[config.mk]
export PLATFORM = sky130hd
export DESIGN_NAME = fetch_ctrl
export DESIGN_NICKNAME = d
export VERILOG_FILES = /design/src/rtl/fetch_ctrl.sv
export SDC_FILE = /design/constraint.sdc
export NUM_CORES = 1
export LEC_CHECK = 0
export CELL_PAD_IN_SITES_DETAIL_PLACEMENT = 0
export CELL_PAD_IN_SITES_GLOBAL_PLACEMENT = 1
export CORE_MARGIN = 1
export CORE_UTILIZATION = 35
export CTS_BUF_LIST = sky130_fd_sc_hd__clkbuf_4 sky130_fd_sc_hd__clkbuf_8
export DETAILED_ROUTE_END_ITERATION = 8
export GPL_ROUTABILITY_DRIVEN = 0
export PLACE_DENSITY = 0.86
export SYNTH_ARGS = -nofsm -noshare
export SYNTH_HDL_FRONTEND = slang
export SYNTH_SLANG_ARGS = --single-unit
[constraint.sdc]
create_clock -name clk -period 3.7 [get_ports clk]
set_input_delay 0.37 -clock clk [delete_from_list [all_inputs] [get_ports clk]]
set_output_delay 0.37 -clock clk [all_outputs]
set_load 0.01 [all_outputs]
[src/rtl/fetch_ctrl.sv]
// Instruction-fetch sequencer: owns the PC, reads the combinational IM, and hands
// registered words to decode over valid/ready. Optional counters: FETCH_PERF_CNT_EN.
module fetch_ctrl #(
  parameter int          ADDR_W   = 5,
  parameter int          PROG_LEN = 30,
  parameter logic [31:0] RESET_PC = 32'h0
) (
  input  logic              clk,
  input  logic              rst_n,
  input  logic              start,
  output logic [ADDR_W-1:0] addresIM,
  input  logic [31:0]       inst,
  output logic [31:0]       inst_out,
  output logic [31:0]       pc_out,
  output logic              valid_out,
  input  logic              ready_in,
  input  logic              redirect_valid,
  input  logic [31:0]       redirect_pc,
  output logic              busy,
  output logic              done,
`ifdef FETCH_PERF_CNT_EN
  output logic [15:0]       fetch_cnt,
  output logic [15:0]       stall_cnt,
`endif
  output logic              err
);

  typedef enum logic [1:0] {
    S_IDLE,
    S_RUN,
    S_DONE
  } state_t;

  localparam logic [29:0] PROG_LEN_W = 30'(PROG_LEN);

  state_t      state, state_n;
  logic [31:0] pc, pc_n;
  logic [31:0] inst_n, pc_out_n;
  logic        valid_n, err_n;

  logic delivered, slot_free, in_prog, bad_target;

  assign delivered  = valid_out && ready_in;
  assign slot_free  = !valid_out || delivered;
  assign in_prog    = pc[31:2] < PROG_LEN_W;
  assign bad_target = (redirect_pc[1:0] != 2'b00) || (redirect_pc[31:2] >= PROG_LEN_W);

  assign addresIM = pc[ADDR_W+1:2];
  assign busy     = (state == S_RUN);
  assign done     = (state == S_DONE);

  // NOTE: state registers use non-blocking assignments so every flop samples the
  // pre-edge values of the others, independent of statement order.
  always_ff @(posedge clk or negedge rst_n) begin
    if (!rst_n) begin
      state     <= S_IDLE;
      pc        <= RESET_PC;
      inst_out  <= '0;
      pc_out    <= '0;
      valid_out <= 1'b0;
      err       <= 1'b0;
    end else begin
      state     <= state_n;
      pc        <= pc_n;
      inst_out  <= inst_n;
      pc_out    <= pc_out_n;
      valid_out <= valid_n;
      err       <= err_n;
    end
  end

  // NOTE: every output of this block gets a hold value first, so no path can leave
  // one unassigned and infer a latch.
  always_comb begin
    state_n  = state;
    pc_n     = pc;
    inst_n   = inst_out;
    pc_out_n = pc_out;
    valid_n  = valid_out;
    err_n    = err;

    unique case (state)
      S_IDLE, S_DONE: begin
        // Redirects are ignored here; only start has any effect.
        if (start) begin
          state_n = S_RUN;
          pc_n    = RESET_PC;
          err_n   = 1'b0;
          valid_n = 1'b0;
        end
      end

      S_RUN: begin
        if (redirect_valid) begin
          // A same-cycle handshake has already delivered; anything else is flushed.
          valid_n = 1'b0;
          if (bad_target) begin
            err_n   = 1'b1;
            state_n = S_DONE;
          end else begin
            pc_n = redirect_pc;
          end
        end else if (slot_free) begin
          if (in_prog) begin
            inst_n   = inst;
            pc_out_n = pc;
            valid_n  = 1'b1;
            pc_n     = pc + 32'd4;
          end else begin
            valid_n = 1'b0;
            state_n = S_DONE;
          end
        end
      end

      default: begin
        state_n = S_IDLE;
        valid_n = 1'b0;
      end
    endcase
  end

`ifdef FETCH_PERF_CNT_EN
  logic start_accept;
  assign start_accept = start && (state != S_RUN);

  always_ff @(posedge clk or negedge rst_n) begin
    if (!rst_n) begin
      fetch_cnt <= '0;
      stall_cnt <= '0;
    end else if (start_accept) begin
      fetch_cnt <= '0;
      stall_cnt <= '0;
    end else if (state == S_RUN) begin
      if (delivered && fetch_cnt != 16'hFFFF)
        fetch_cnt <= fetch_cnt + 16'd1;
      if (valid_out && !ready_in && stall_cnt != 16'hFFFF)
        stall_cnt <= stall_cnt + 16'd1;
    end
  end
`endif

endmodule
==> qor.csv <==
metric;value;unit
hold_buffers;0;
clkSinkCount;100;
place_area;0.005346;mm^2
multiInputGateArea;0.001224;mm^2
via_per_inst;4.642;
antenna_found_initial;0;
crit_path_end_kind;register;
syn_nets;338;
synth-main-ff-cell;dfrtp_1;
r2r_setup_slack;1.44;ns
cts_resized;0;
switchingPower;0.9450;mW
synth_top_area_share;65.32;%
fin_tns_setup;0;ns
rsz0062_at_grt;no;
drt-pass1-iter-count;4;
initial_core_util;36.62;%
portBuffers;141;
grt_overflow;0;
rr_worst_depth;5;
syn_inst;268;
rows;37;
netlist_top_cells_area;dfrtp_1 65%, mux2_2 11%, nor2b_1 4.6%;
maxCapViolations;0;
ys_seq_area_share;65.32;%
final_cells;550;
io_pins;142;
grt_use_total;14.67;%
area_delta_synth_final;45.00;%
swShare;28.85;%
vdd_drop_max;0.2796;mV
grt_pass1_vias;2733;
pwr-share-seq;44.4;%
path_class;in2reg;
setup_viol_count_final;0;
syn-cell-area;0.003831;mm^2
nFillCells;880;
endpoint;inst_out[9];
cts_tree;built;
holdWs;0.01385;ns
r2r_start;state[0];
p_comb_share;34.0;%
synth_area_per_cell;14.30;um^2
n_antenna_cell;0;
leakagePower;2.456;nW
finalMaxSlewViolations;0;
status;completed;
core;0.01046;mm^2
die_w;106.6;um
grt_first_pass_wirelength;13100;um
finalCriticalPeriod;2.320;ns
design_area;0.005555;mm^2
crit_required;3.94;ns
h-tree-depth;3;
power_density;589.7;mW/mm^2
dp_hpwl;5784;um
clock_skew;0.008132;ns
relSlewSlack;34.69;%
p_clk_share;21.6;%
root_buffer;clkbuf_8;
start_kind;primary input;
clk_pin_slew;0.10;ns
drt_wl_total;7988;um
worstMarginPinSlew;0.9761;ns
dp.cells;534;
path_max_fanout;52;
die_area;0.01137;mm^2
critical_path_arrival;2.56;ns
clk_latency;0.35;ns
drc;0;
synth_edf_count;0;
wire_per_inst;14.52;um
cts_made_buffers;9;
first_iter_violations;92;
fin_crit_sh;62.69;%
fmax;431.1;MHz
layout-drive-gt1-share;19.32;%
nets;479;
cts_buffer_depth;2;
final_hold_viol_count;0;
yosysTopAreaCell;dfrtp_1;
ys_seq_elements;100;
grt_max_degree;53;
regArea;0.002502;mm^2
post-cts-setup-buffers;0;
ys_types;37;
hp-class;in2async;
p_int;2.331;mW
reg2reg_to;inst_out[9];
die_h;106.6;um
p_total;3.276;mW
yosys_warnings;0;
drtAntennaViolNets;0;
routed-via-count;2553;
async_flop_share;100.0;%
crit_start;redirect_valid;
[per-stage QoR]
stage          utilization (%)  worst slack [ns]
2_1_floorplan                -             1.829
3_3_place_gp             51.10             1.084
3_5_place_dp             51.10             1.018
4_1_cts                  53.10             1.403
5_1_grt                  53.10             1.218
6_report                 53.10             1.380
[kinds of logic (layout without fill, tap and decap cells)]
group,count (synthesis),after routing,synth area share (%)
muxes,39,39,11.46
adders and majority gates,1,1,0.3265
and+or+nand+nor,92,92,16.04
buffers and inverters,18,164,2.906
AOI/OAI and AO/OA,18,18,3.952
DFF,100,100,65.32
[cells in the mapped netlist (2+ instances only)]
cell type,number
buf_2,2
buf_4,9
a32o_1,3
clkbuf_1,3
nand4_1,5
inv_1,3
nand3_1,3
dfrtp_1,100
nor4_1,8
and2_2,7
nor2b_1,28
a211o_1,2
mux2_2,39
a21oi_1,2
nor3b_1,3
nor4_2,4
and2_1,20
nor3_1,3
nor2_1,6
[area by class of cell]
class	count	area share [%]
inverter	3	0.2027
multi-input combinational	150	22.03
tap	136	3.063
timing repair buffer	145	25.90
clock inverter	6	1.284
clock buffer	10	2.477
sequential	100	45.05
[flip-flops by register name (all words and copies together), names as in the netlist]
register   flops
err            1
pc_out        32
state          2
inst_out      32
valid_out      1
pc            32
[metal layers]
metal	global-route usage, %	wire (um)
met5	0	0
met4	4.305	92
met3	4.802	531
met2	23.96	3870
met1	18.58	3494
[power by group through the flow]
stage | combinational (mW) | sequential (mW) | clock (mW)
6_report | 1.11 | 1.46 | 0.708
5_1_grt | 1.20 | 1.49 | 0.777
4_1_cts | 1.13 | 1.46 | 0.738
3_5_place_dp | 1.13 | 1.48 | 0
3_3_place_gp | 1.11 | 1.47 | 0
2_1_floorplan | 0.447 | 1.55 | 0
[worst min-delay path by stage]
stage,start,to,slack [ns],cells past startpoint
6_report,rst_n,pc_out[13],0.01,1
5_1_grt,rst_n,inst_out[3],0.04,1
4_1_cts,rst_n,pc_out[13],0.01,1
3_5_place_dp,rst_n,pc_out[13],0.42,1
3_3_place_gp,rst_n,inst_out[0],0.42,1
2_1_floorplan,rst_n,err,0.07,0
[worst max-delay path: stages]
cell and delay, ns:
clkdlybuf4s50_1 0.48, nor3b_2 0.41, o21ai_1 0.20, nor3_4 0.16, buf_4 0.50, mux2_2 0.41
[cell usage in the layout (no fill, tap or decap), types with 2 or more instances in the layout]
master | Yosys | layout
a21oi_1 | 2 | 2
nor2_1 | 6 | 6
nor4_1 | 8 | 8
clkdlybuf4s50_1 | 0 | 140
nor3b_1 | 3 | 3
nor3_1 | 3 | 3
buf_4 | 9 | 5
nor2b_1 | 28 | 28
mux2_2 | 39 | 39
clkinv_4 | 0 | 2
clkbuf_8 | 0 | 10
and2_2 | 7 | 7
a211o_1 | 2 | 2
nand4_1 | 5 | 5
and2_1 | 20 | 20
nor4_2 | 4 | 4
dfrtp_1 | 100 | 100
inv_1 | 3 | 3
a32o_1 | 3 | 3
nand3_1 | 3 | 3
clkinvlp_4 | 0 | 2
Power figures use the tool's default switching activity.
